<file path="config.mk">
export PLATFORM = sky130hd
export DESIGN_NAME = control_fsm
export DESIGN_NICKNAME = d
export VERILOG_FILES = /design/src/rtl/control_fsm_pkg.sv /design/src/rtl/control_fsm_next_state.sv /design/src/rtl/control_fsm.sv
export SDC_FILE = /design/constraint.sdc
export NUM_CORES = 1
export LEC_CHECK = 0
export CORE_MARGIN = 2
export CORE_UTILIZATION = 48
export DETAILED_ROUTE_END_ITERATION = 12
export PLACE_DENSITY = 0.81
export SLEW_MARGIN = 30
export SYNTH_ARGS = -nofsm -noshare
export SYNTH_HDL_FRONTEND = slang
export SYNTH_SLANG_ARGS = --single-unit
</file>
<file path="constraint.sdc">
create_clock -name clk -period 2.3 [get_ports clk]
set_clock_uncertainty 0.15 [all_clocks]
set_input_delay 0.345 -clock clk [delete_from_list [all_inputs] [get_ports clk]]
set_output_delay 0.345 -clock clk [all_outputs]
set_load 0.01 [all_outputs]
</file>
<file path="src/rtl/control_fsm_pkg.sv">
// control_fsm_pkg
// Shared definitions for the multicycle RISC-V control unit: the main-FSM
// state encoding (also used by the downstream control-signal decoder), the
// opcode and funct3 constants recognised in DECODE, and a helper that
// identifies retiring transitions into FETCH.
package control_fsm_pkg;

  typedef enum logic [3:0] {
    FETCH     = 4'd0,
    DECODE    = 4'd1,
    MEM_ADR   = 4'd2,
    MEM_READ  = 4'd3,
    MEM_WB    = 4'd4,
    MEM_WRITE = 4'd5,
    EXECUTE_R = 4'd6,
    ALU_WB    = 4'd7,
    EXECUTE_I = 4'd8,
    BNEZ      = 4'd9
  } state_t;

  localparam logic [6:0] OP_LOAD   = 7'b0000011;
  localparam logic [6:0] OP_STORE  = 7'b0100011;
  localparam logic [6:0] OP_R      = 7'b0110011;
  localparam logic [6:0] OP_I      = 7'b0010011;
  localparam logic [6:0] OP_BRANCH = 7'b1100011;

  localparam logic [2:0] FUNCT3_BNE = 3'b001;

  // An instruction retires on the edge that returns the machine to FETCH
  // after completing its work. MEM_WRITE only completes once memory
  // accepts the store; illegal-opcode and unused-code exits never retire.
  function automatic logic isRetiring(input logic [3:0] state, input logic memReady);
    case (state)
      MEM_WB, ALU_WB, BNEZ: isRetiring = 1'b1;
      MEM_WRITE:            isRetiring = memReady;
      default:              isRetiring = 1'b0;
    endcase
  endfunction

endpackage

</file>
<file path="src/rtl/control_fsm_next_state.sv">
// control_next_state
// Pure combinational next-state function of the main control FSM.
// Ports:
//   state_i     current FSM state (unused codes 10-15 fall back to FETCH)
//   opcode_i    instruction opcode bits [6:0]
//   funct3_i    instruction funct3 bits [14:12]
//   memReady_i  memory completes its access this cycle
//   nextState_o state to load on the next rising clock edge
//   illegal_o   DECODE saw an opcode this machine cannot execute
module control_next_state
  import control_fsm_pkg::*;
(
  input  logic [3:0] state_i,
  input  logic [6:0] opcode_i,
  input  logic [2:0] funct3_i,
  input  logic       memReady_i,
  output logic [3:0] nextState_o,
  output logic       illegal_o
);

  // Memory-facing states hold until memReady_i; everything else advances
  // unconditionally. Any unrecognised state code recovers to FETCH.
  always_comb begin
    nextState_o = FETCH;
    illegal_o   = 1'b0;
    case (state_i)
      FETCH:     nextState_o = memReady_i ? DECODE : FETCH;
      DECODE: begin
        if (opcode_i == OP_LOAD || opcode_i == OP_STORE) begin
          nextState_o = MEM_ADR;
        end else if (opcode_i == OP_R) begin
          nextState_o = EXECUTE_R;
        end else if (opcode_i == OP_I) begin
          nextState_o = EXECUTE_I;
        end else if (opcode_i == OP_BRANCH && funct3_i == FUNCT3_BNE) begin
          nextState_o = BNEZ;
        end else begin
          nextState_o = FETCH;
          illegal_o   = 1'b1;
        end
      end
      MEM_ADR:   nextState_o = (opcode_i == OP_LOAD) ? MEM_READ : MEM_WRITE;
      MEM_READ:  nextState_o = memReady_i ? MEM_WB : MEM_READ;
      MEM_WRITE: nextState_o = memReady_i ? FETCH : MEM_WRITE;
      EXECUTE_R: nextState_o = ALU_WB;
      EXECUTE_I: nextState_o = ALU_WB;
      default:   nextState_o = FETCH;
    endcase
  end

endmodule

</file>
<file path="src/rtl/control_fsm.sv">
// control_fsm
// Sequencing core of the multicycle RISC-V control unit. Holds the main-FSM
// state register, a sticky illegal-instruction flag and a retired-instruction
// counter.
// Ports:
//   clk          sole clock, rising edge
//   reset        synchronous, active-high
//   opcode       instruction bits [6:0], valid from DECODE onward
//   funct3       instruction bits [14:12]
//   zero         ALU zero flag, meaningful during BNEZ
//   mem_ready    memory completes the current access this cycle
//   curr_state   registered FSM state, drives the control decoder
//   branch_taken BNEZ with a non-zero operand (combinational)
//   illegal      sticky illegal-opcode flag, cleared only by reset
//   instret      retired-instruction count, wraps modulo 2^INSTRET_W
module control_fsm
  import control_fsm_pkg::*;
#(
  parameter int INSTRET_W = 32
) (
  input  logic                 clk,
  input  logic                 reset,
  input  logic [6:0]           opcode,
  input  logic [2:0]           funct3,
  input  logic                 zero,
  input  logic                 mem_ready,
  output logic [3:0]           curr_state,
  output logic                 branch_taken,
  output logic                 illegal,
  output logic [INSTRET_W-1:0] instret
);

  logic [3:0]           state_q;
  logic [3:0]           state_d;
  logic                 illegalDetect;
  logic                 retire;
  logic                 illegal_q;
  logic                 illegal_d;
  logic [INSTRET_W-1:0] instret_q;
  logic [INSTRET_W-1:0] instret_d;

  control_next_state u_nextState (
    .state_i     (state_q),
    .opcode_i    (opcode),
    .funct3_i    (funct3),
    .memReady_i  (mem_ready),
    .nextState_o (state_d),
    .illegal_o   (illegalDetect)
  );

  // Flag and counter updates are computed alongside the state transition so
  // that they land on the same edge that enters FETCH.
  always_comb begin
    retire    = isRetiring(state_q, mem_ready);
    illegal_d = illegal_q | illegalDetect;
    instret_d = retire ? instret_q + 1'b1 : instret_q;
  end

  // State register plus the sticky flag and counter; reset overrides any
  // in-flight instruction or memory stall.
  always_ff @(posedge clk) begin
    if (reset) begin
      state_q   <= FETCH;
      illegal_q <= 1'b0;
      instret_q <= '0;
    end else begin
      state_q   <= state_d;
      illegal_q <= illegal_d;
      instret_q <= instret_d;
    end
  end

  // Output decode: branch_taken is the only combinational output and
  // reflects the zero flag in the same cycle.
  always_comb begin
    curr_state   = state_q;
    branch_taken = (state_q == BNEZ) && !zero;
    illegal      = illegal_q;
    instret      = instret_q;
  end

endmodule

</file>
After elaboration in Yosys (flattened, before gate mapping) --
Index checks and enable logic that the tools add are counted.
Storage, ports and cells: input port bits 14, flip-flop bits (word level) 37, logic and storage cells 42, output and inout port bits 38
Cells by class: reduce and logical (&&, ||, !) cells 7, add/sub/neg operators 1, eq/ne operators 15, bitwise gates (word level) 1, muxes and demuxes 15
Operator list (count):
- $add A32 B1 Y32 const B | 1
- $pmux W4 S6 | 1
- $eq A4 B3 Y1 const B | 4
- $mux W4 | 4
- $eq A7 B6 Y1 const B | 2
- $mux W3 | 3
- $eq A4 B2 Y1 const B | 2
- $eq A4 B4 Y1 const B | 2
- $eq A7 B2 Y1 const B | 1
- $eq A7 B5 Y1 const B | 1
- $eq A7 B7 Y1 const B | 1
- $mux W1 | 6
- $eq A4 B1 Y1 const B | 1
- $logic_not A4 Y1 | 1
- $eq A3 B1 Y1 const B | 1
- $reduce_or A3 Y1 | 1
- $logic_and A1 B1 Y1 | 2
- $pmux W1 S2 | 1
- $reduce_or A2 Y1 | 1
- $logic_not A1 Y1 | 1
- $logic_or A1 B1 Y1 | 1
- $or A1 B1 Y1 | 1

Longest topological paths before layout --
Gate-level depths: netlist of run 1.
depth after elaboration 8, mapped depth 7

Modules after synthesis --
Synthesis of run 1 repeated with hierarchy kept, for this count alone.
Second synthesis, totals: cells, all modules 256, area, all modules 2189.6 um^2
By module, submodules not included:
- control_fsm | times used 1, area an instance 1915.6 um^2, sequential area each 740.7 um^2, cells an instance 220
- control_next_state | times used 1, area an instance 274.0 um^2, sequential area each 0.0 um^2, cells an instance 36

Least setup slack after synthesis of run 1 --
OpenSTA, ideal clock, no wires.
path kind reg-to-reg, start register state_q[3], in the netlist curr_state[3], end register instret_q[28], in the netlist instret[28], required time 2027 ps, arrival 1829 ps, cell stages (with the launch flop) 6, path slack 198 ps, clock period less this slack 2102 ps, buffers on the path 0, cells stage by stage dfxtp_1 or4bb_1 o211ai_4 nand4_4 nor4_1 mux2_1
Between the ends: longest elaborated chain between the ends 3, elaborated cells on any way between the ends 6, those cells by class eq/ne (4); mux (1); reduce/logical (1)
Ends and longest elaborated chain:
- from (decl) | line control_fsm.sv:33 | logic [3:0] state_q;
- from (signal assigned) | line control_fsm.sv:67 | state_q <= state_d;
- $eq A4 B4 Y1 / $eq A4 B3 Y1 (equally long branches) | line control_fsm_pkg.sv:33 | case (state)
- $reduce_or A3 Y1 | line control_fsm_pkg.sv:33
- $pmux W1 S2 * | line control_fsm_pkg.sv:33
- to (signal assigned) | line control_fsm.sv:69 | instret_q <= instret_d;
- to (decl) | line control_fsm.sv:39 | logic [INSTRET_W-1:0] instret_q;
Every way passes the cells marked *; elsewhere a longest branch is shown, timed or not. A chain may end at the register's enable or synchronous reset.

Worst setup path after layout of run 1 --
start register state_q[2], in the netlist curr_state[2], end register instret_q[19], in the netlist instret[19]
Same word-level chain as after synthesis.

==> results of run 1 <==
[worst max-delay path, delay by kind of cell, from the launching register on]
| family | cells | cell delay, ns |
|---|---|---|
| compound gates | 2 | 0.47 |
| simple gates | 3 | 0.94 |
| flops | 1 | 0.39 |
| buf+inv | 1 | 0.19 |
[layout make-up]
class / count / area [um^2] / area share
Multi-Input combinational cell: 179 / 1110 / 0.417
Clock buffer: 5 / 68.8 / 0.0258
Inverter: 7 / 26.3 / 0.00987
Timing Repair Buffer: 66 / 622 / 0.234
Clock inverter: 2 / 35.0 / 0.0132
Sequential cell: 37 / 741 / 0.278
Tap cell: 48 / 60.1 / 0.0226
[synth_stat cells (2+ instances only)]
cell,count
xnor2_1,4
nand2_1,15
nand4_2,2
nor3_1,5
inv_1,7
a21oi_1,21
o31ai_1,4
nor3b_1,2
nand3_2,2
nand4_1,11
nor2b_1,6
nand4b_1,2
or4_1,4
nor4bb_1,2
xor2_1,14
nor2_1,30
or3_1,8
nand3_1,10
nor4_1,3
clkbuf_1,7
nand3b_1,3
o21ai_0,14
dfxtp_1,37
[final timing paths]
check	to	slack [ns]	cells past startpoint
min reg2reg	illegal	0.33	2
max	instret[19]	0.11	6
min	illegal	0.33	2
max reg2reg	instret[19]	0.11	6
[report_power, final]
part / internal [mW] / switching (mW)
combinational: 0.0358 / 0.0298
sequential: 0.643 / 0.00134
clock: 0.315 / 0.221
[kinds of logic (layout without fill, tap and decap cells)]
logic type               after synthesis  after routing  synth area share
adder cells (fa/ha/maj)                1              1           0.00656
XOR/XNOR                              18             18            0.0826
flip-flops                            37             37             0.388
AND/OR/NAND/NOR                      113            113             0.339
AO/OA/AOI/OAI                         45             45             0.140
multiplexers                           2              2            0.0111
buffers and inverters                 16             80            0.0321
[metal layers]
metal	GRT usage	vias up	share of wire
met5	0	-	0
met4	0.0689	0	0.019
met3	0.0473	9	0.038
met2	0.369	47	0.47
met1	0.270	889	0.47
li1	-	965	-
[repair_timing]
action                     4_1_cts  5_1_grt
gates resized for setup          2        0
setup endpoints to repair        1        1
pin swaps                        0        1
hold buffers                     0        0
gates cloned                     0        0
buffers inserted                 0        1
[registers in the layout, summed over array words and instances (netlist names)]
name,flops
curr_state,4
instret,32
illegal,1
[through the flow]
stage,util,setup TNS (ns),std cells
6_report,0.711,0,344
5_1_grt,0.711,0,344
4_1_cts,0.709,0,343
3_5_place_dp,0.681,-0.0152,336
3_3_place_gp,0.681,0,336
2_1_floorplan,-,0,232
==> impl_metrics.py, run 1 <==
metrics = {
    "run_status": {
        "status": "finished, final reports clean",
    },
    "setup_path": {
        "crit_fanout": 6,
        "slowest_delay_ns": 0.42,
        "crit_type": "reg -> reg",
        "r2r_start": "curr_state[2]",
        "end_kind": "register",
        "crit_slowest_cell": "or4_1",
        "crit_path_start_kind": "register",
        "crit_chain": "or3b_1 -> o211ai_4 -> buf_4 -> nand3_2 -> or4_1 -> a21oi_1",
        "cp.required_ns": 2.36,
        "worstSetupStartpoint": "curr_state[2]",
        "crit_arrival_ns": 2.26,
    },
    "floorplanning": {
        "die_h_um": 67.1,
        "dieArea_um2": 4500,
        "core_area_um2": 3740,
        "num_io_pins": 52,
        "start_util": 0.510,
        "die_w_um": 67.1,
        "num_rows": 22,
    },
    "sta": {
        "rsz0062_at_grt": "false",
        "min_period_ns": 2.19,
        "relSlewSlack": 0.682,
        "setup_viol": 0,
        "final_hold_viol_count": 0,
        "finalCritPeriodShare": 0.954,
        "fin_hold_ws_ns": 0.333,
        "max_clock_freq_mhz": 456,
        "drv_slew": 0,
        "worst_pin_slew_ns": 0.471,
        "setup_ws_ns": 0.105,
    },
    "power_and_ir_drop": {
        "power_mw": 1.25,
        "p_per_area_nw_per_um2": 468,
        "p_leak_nw": 0.905,
        "ir_worst_vdd_mv": 0.405,
    },
    "routing": {
        "vias_per_cell": 5.55,
        "drt_iter0_markers": 128,
        "wirelength_mm": 4.52,
        "avgRoutedWirePerCell_um": 13.2,
        "ant_nets": 0,
        "vias": 1910,
        "drc": 0,
        "dr.pass1.iters": 4,
    },
    "yosys": {
        "yosysWarnings": 0,
        "synth_ff_type": "dfxtp_1",
        "syn_inst": 232,
        "synth_top_area_share": 0.388,
        "syn_area_per_cell_um2": 8.22,
        "ys_seq_area_frac": 0.388,
        "synth_top_area_cell": "dfxtp_1",
        "netlist_area_um2": 1910,
        "synth_edf_count": 0,
        "syn_nets": 247,
        "ys_async_sr_fraction": 0,
        "ys_seq_elements": 37,
        "yosys-top-cells-area": "dfxtp_1 39%, xor2_1 6.4%, nor2_1 5.9%, a21oi_1 5.5%, o21ai_0 3.7%",
        "ys_types": 42,
    },
    "layout": {
        "layout_commonest_cell": "clkdlybuf4s50_1",
        "antenna_cells": 0,
        "final_cell_mix": "50 x clkdlybuf4s50_1, 37 x dfxtp_1, 30 x nor2_1",
        "fill_cells": 322,
        "final_area_um2": 2660,
        "layout-drive-gt1-share": 0.101,
        "fin_nets": 311,
        "area_growth_pct": 39.5,
    },
    "clocking": {
        "root_buffer": "clkbuf_8",
        "clk_pin_slew_worst_paths_ns": 0.07,
        "htreeDepth": 2,
        "clkSinkCount": 37,
        "cts_buffers": 5,
        "cts_buffer_depth": 2,
        "clkLatencyLatePin_ns": 0.28,
        "tritoncts": "yes",
    },
    "worst_hold_path": {
        "min_from": "illegal",
        "hold_path.class": "reg -> reg",
    },
    "placement": {
        "hpwlAfterDp_mm": 3.22,
        "io_buffers": 51,
        "place_area_um2": 2550,
        "place_congestion": 0.873,
        "post-place-ws_ns": -0.0105,
    },
    "global_route": {
        "grt_pass1_vias": 1746,
        "grt_max_degree": 28,
        "antenna_found_initial": 0,
        "grtUsageTotal": 0.217,
        "overflow": 0,
        "grt_pass1_wl_mm": 7.53,
    },
    "job": {
        "cap_viol_max_count": 0,
    },
}
Power figures use the tool's default switching activity.
==> run 2: changes to the inputs <==
PLACE_DENSITY = default   (was 0.81)
PLACE_DENSITY_LB_ADDON = 0.3   (was default)
==> run 2 against run 1 <==
Effect of this change:
- flip-flop and latch count unchanged
- register-to-register slack better by 0.10 ns
- via count is 0.37% higher
- non-clock buffer count rose by 3
- setup slack improved by 0.10 ns
- final area up 2.0%
- count of clock-buffer cells in the layout stayed put
- fmax up 4.8%
- critical path type unchanged
- critical endpoint is now instret[28]
- largest power group is now the clock network
==> impl_metrics.py, run 2 (synthesized netlist as in run 1, its figures left out) <==
metrics = {
    "setup_path": {
        "cp.required_ns": 2.32,
        "end_kind": "register",
        "cpLargestDelayFamily": "simple AND/OR/NAND/NOR gates",
        "crit_slowest_cell": "or4bb_4",
        "crit_chain": "or4bb_4 -> o211ai_4 -> nand4_4 -> nor4_1 -> mux2_1",
        "crit_buf_inv": 0,
        "crit_arrival_ns": 2.12,
        "crit_type": "reg -> reg",
        "crit_path_start_kind": "register",
        "crit_fanout": 6,
        "slowest_delay_ns": 0.56,
    },
    "clocking": {
        "cts_buffers": 5,
        "clkSinkCount": 37,
        "clkLatencyLatePin_ns": 0.29,
        "tritoncts": "yes",
        "htreeDepth": 2,
        "clk_pin_slew_worst_paths_ns": 0.07,
        "root_buffer": "clkbuf_8",
        "cts_buffer_depth": 2,
        "post_cts_buffers": 0,
    },
    "floorplanning": {
        "die_h_um": 67.1,
        "num_io_pins": 52,
        "core_area_um2": 3740,
        "start_util": 0.510,
        "die_w_um": 67.1,
        "num_rows": 22,
        "dieArea_um2": 4500,
    },
    "sta": {
        "max_clock_freq_mhz": 478,
        "rsz0062_at_grt": "false",
        "worst_pin_slew_ns": 0.477,
        "min_period_ns": 2.09,
        "fin_tns_setup_ns": 0,
        "relSlewSlack": 0.678,
        "drv_slew": 0,
        "final_hold_viol_count": 0,
        "setup_viol": 0,
        "finalCritPeriodShare": 0.911,
    },
    "power_and_ir_drop": {
        "p_leak_nw": 0.932,
        "ir_worst_vdd_mv": 0.220,
        "p_per_area_nw_per_um2": 506,
    },
    "run_status": {
        "status": "finished, final reports clean",
    },
    "layout": {
        "antenna_cells": 0,
        "final_cell_mix": "50 x clkdlybuf4s50_1, 37 x dfxtp_1, 30 x nor2_1",
        "fin_nets": 314,
        "layout-drive-gt1-share": 0.113,
        "post-route-util": 0.725,
        "largest_reg_flops": 32,
        "area_growth_pct": 42.3,
        "layout_commonest_cell": "clkdlybuf4s50_1",
        "final_area_um2": 2720,
    },
    "routing": {
        "vias": 1917,
        "dr.pass1.iters": 4,
        "vias_per_cell": 5.51,
        "avgRoutedWirePerCell_um": 12.7,
        "drc": 0,
        "ant_nets": 0,
        "drt_iter0_markers": 136,
        "wirelength_mm": 4.42,
    },
    "placement": {
        "hpwlAfterDp_mm": 3.24,
        "io_buffers": 51,
        "place_area_um2": 2580,
        "place_congestion": 0.820,
    },
    "global_route": {
        "grt_max_degree": 16,
        "grt_pass1_vias": 1699,
        "antenna_found_initial": 0,
        "overflow": 0,
        "grt_pass1_wl_mm": 7.52,
        "grtUsageTotal": 0.219,
    },
    "worst_hold_path": {
        "hold_path.class": "reg -> reg",
    },
    "job": {
        "cap_viol_max_count": 0,
    },
}
## run 2: cell types whose count changed in the layout (fill, tap and decap cells not counted)
cell | before | now
bufinv_16 | 1 | 2
buf_4 | 15 | 18
## run 2: worst paths after layout
check	startpoint	cells after the start	slack, ns	to
worst max-delay path	curr_state[3]	5	0.21	instret[28]
worst min-delay path	instret[31]	2	0.34	instret[31]
worst max register to register	curr_state[3]	5	0.21	instret[28]
worst min register to register	instret[31]	2	0.34	instret[31]
## run 2: layout make-up
class                      instances  area, um^2
clock inverter                     3        65.1
multi-input combinational        179        1110
sequential                        37         741
fill                             315        1030
tap                               48        60.1
timing repair buffer              69         644
clock buffer                       5        68.8
inverter                           7        26.3
## run 2: through the flow
stage / cells / worst slack (ns) / total power, mW / hold WS (ns)
floorplan: 232 / 0.198 / 0.687 / 0.352
global placement: 340 / 0.111 / 0.725 / 0.303
detailed placement: 340 / 0.0819 / 0.726 / 0.316
CTS: 348 / 0.193 / 1.38 / 0.340
global route: 348 / 0.0967 / 1.42 / 0.396
finish: 348 / 0.206 / 1.37 / 0.339
## run 2: report_power, final
group	internal, mW	switching [mW]	total, mW
combinational	0.0368	0.0303	0.0671
clock	0.431	0.232	0.663
sequential	0.643	0.00149	0.644
## run 2: worst register-to-register path, stage by stage (launching register included)
cell      delay, ns
dfxtp_1        0.36
or4bb_4        0.56
o211ai_4       0.16
nand4_4        0.16
nor4_1         0.23
mux2_1         0.35
## run 2: layer usage
| metal | vias up | share of wire | track usage | wire length, um |
|---|---|---|---|---|
| li1 | 971 | - | - | - |
| met1 | 880 | 0.47 | 0.278 | 2060 |
| met2 | 58 | 0.46 | 0.350 | 2040 |
| met3 | 8 | 0.056 | 0.0625 | 247 |
| met4 | 0 | 0.017 | 0.0791 | 74 |
| met5 | - | 0 | 0 | 0 |
## run 2: what timing repair did
| action | in CTS | in global routing |
|---|---|---|
| endpoints found under the setup margin | 1 | 0 |
| hold buffers | 0 | 0 |
| resized for setup | 2 | 0 |
==> run 3: changes to the inputs <==
CELL_PAD_IN_SITES_DETAIL_PLACEMENT = 1   (was default)
CELL_PAD_IN_SITES_GLOBAL_PLACEMENT = 2   (was default)
CORE_UTILIZATION = 29   (was 48)
clock period = 2.45 ns   (was 2.3 ns; I/O delays follow)
==> run 3 against run 2 <==
Effect of this change:
- fmax shrank 0.71%
- global-route usage shrank 7.5 points
- non-clock buffer count shrank 5
- routed wire length grew 17%
- count of clock-buffer cells in the layout is the same
- critical endpoint unchanged
==> impl_metrics.py, run 3 (synthesized netlist as in run 1, its figures left out) <==
metrics = {
    "run_status": {
        "status": "finished, final reports clean",
    },
    "setup_path": {
        "cp.required_ns": 2.48,
        "r2r_cells": 5,
        "end_kind": "register",
        "crit_fanout": 8,
        "crit_path_start_kind": "register",
        "crit_type": "reg -> reg",
        "crit_arrival_ns": 2.14,
    },
    "floorplanning": {
        "die_h_um": 85.1,
        "start_util": 0.300,
        "dieArea_um2": 7240,
        "num_io_pins": 52,
        "core_area_um2": 6350,
        "die_w_um": 85.1,
        "num_rows": 29,
    },
    "global_route": {
        "antenna_found_initial": 0,
        "grt_max_degree": 17,
        "grt_pass1_vias": 1830,
        "grt_pass1_wl_mm": 8.54,
        "overflow": 0,
        "grtUsageTotal": 0.144,
    },
    "routing": {
        "drt_iter0_markers": 39,
        "avgRoutedWirePerCell_um": 13.9,
        "ant_nets": 0,
        "vias": 1907,
        "met3WireLength_um": 222,
        "dr.max_layer_used": "met4",
        "dr_wl_met2_mm": 2.34,
        "vias_per_cell": 5.13,
        "drc": 0,
        "dr.pass1.iters": 4,
        "wirelength_mm": 5.18,
        "wl_met1_mm": 2.57,
    },
    "placement": {
        "place_congestion": 0.740,
        "hpwlAfterDp_mm": 3.92,
        "io_buffers": 51,
        "place_inst": 364,
    },
    "worst_hold_path": {
        "hold_path.class": "reg -> reg",
        "hold_depth": 2,
    },
    "clocking": {
        "clk_pin_slew_worst_paths_ns": 0.08,
        "clkLatencyLatePin_ns": 0.29,
        "cts_buffers": 5,
        "clkSinkCount": 37,
        "tritoncts": "yes",
        "root_buffer": "clkbuf_8",
        "cts_buffer_depth": 2,
        "cts_hold_buf": 0,
        "htreeDepth": 2,
    },
    "sta": {
        "final_hold_viol_count": 0,
        "min_period_ns": 2.11,
        "setup_viol": 0,
        "finalCritPeriodShare": 0.861,
        "worst_pin_slew_ns": 0.496,
        "drv_slew": 0,
        "fin_tns_setup_ns": 0,
        "rsz0062_at_grt": "false",
        "relSlewSlack": 0.665,
        "max_clock_freq_mhz": 474,
    },
    "layout": {
        "area_growth_pct": 41.5,
        "fin_nets": 309,
        "final_cell_mix": "50 x clkdlybuf4s50_1, 36 x dfxtp_1, 30 x nor2_1",
        "layout_commonest_cell": "clkdlybuf4s50_1",
        "antenna_cells": 0,
        "largest_reg_flops": 32,
        "fin_cells": 372,
        "layout-drive-gt1-share": 0.102,
    },
    "power_and_ir_drop": {
        "p_per_area_nw_per_um2": 447,
        "p_leak_nw": 0.910,
        "ir_worst_vdd_mv": 0.298,
    },
    "job": {
        "cap_viol_max_count": 0,
    },
}
[run 3: metal layers]
layer  up-vias  track usage
met5         -            0
li1        960            -
met2        36        0.227
met3         5       0.0370
met1       906        0.196
met4         0       0.0390
[run 3: power by group]
| group | internal, mW | switching (mW) | leakage, nW |
|---|---|---|---|
| Clock | 0.305 | 0.234 | 0.0543 |
| Combinational | 0.0346 | 0.0300 | 0.557 |
| Sequential | 0.603 | 0.00120 | 0.299 |
| Total | 0.942 | 0.266 | 0.910 |
[run 3: final cells by class]
cell class              count  area, um^2
fillers                   758        3650
multi-input cells         179        1110
flip-flops and latches     37         742
repair buffers             64         611
well taps                  77        96.3
clock buffers               5        68.8
clock inverters             3        46.3
inverters                   7        26.3
[run 3: critical path, cell delays in order (launching register included)]
cell and delay, ns:
dfxtp_1 0.43, nand4_2 0.22, nor3_1 0.42, nand4_4 0.19
nor4_1 0.24, mux2_1 0.34
[run 3: path summary, 6_finish.rpt]
kind | slack [ns] | startpoint | endpoint
worst max register to register | 0.34 | instret[6] | instret[28]
worst min register to register | 0.33 | illegal | illegal
worst max-delay path | 0.34 | instret[6] | instret[28]
worst min-delay path | 0.33 | illegal | illegal
[run 3: metrics by stage]
stage	utilization	instance area (um^2)	hold WS (ns)	power [mW]	setup WS [ns]
3_3_place_gp	0.406	2580	0.314	0.683	0.164
4_1_cts	0.425	2700	0.348	1.23	0.0186
6_report	0.425	2700	0.334	1.21	0.341
2_1_floorplan	-	1910	0.352	0.645	0.348
5_1_grt	0.425	2700	0.370	1.25	0.150
3_5_place_dp	0.406	2580	0.329	0.684	0.149
[run 3: timing repair]
item / 4_1_cts / 5_1_grt
hold endpoints to repair: 0 / 0
resized for setup: 1 / 2
buffers inserted: 0 / 0
endpoints found under the setup margin: 1 / 1
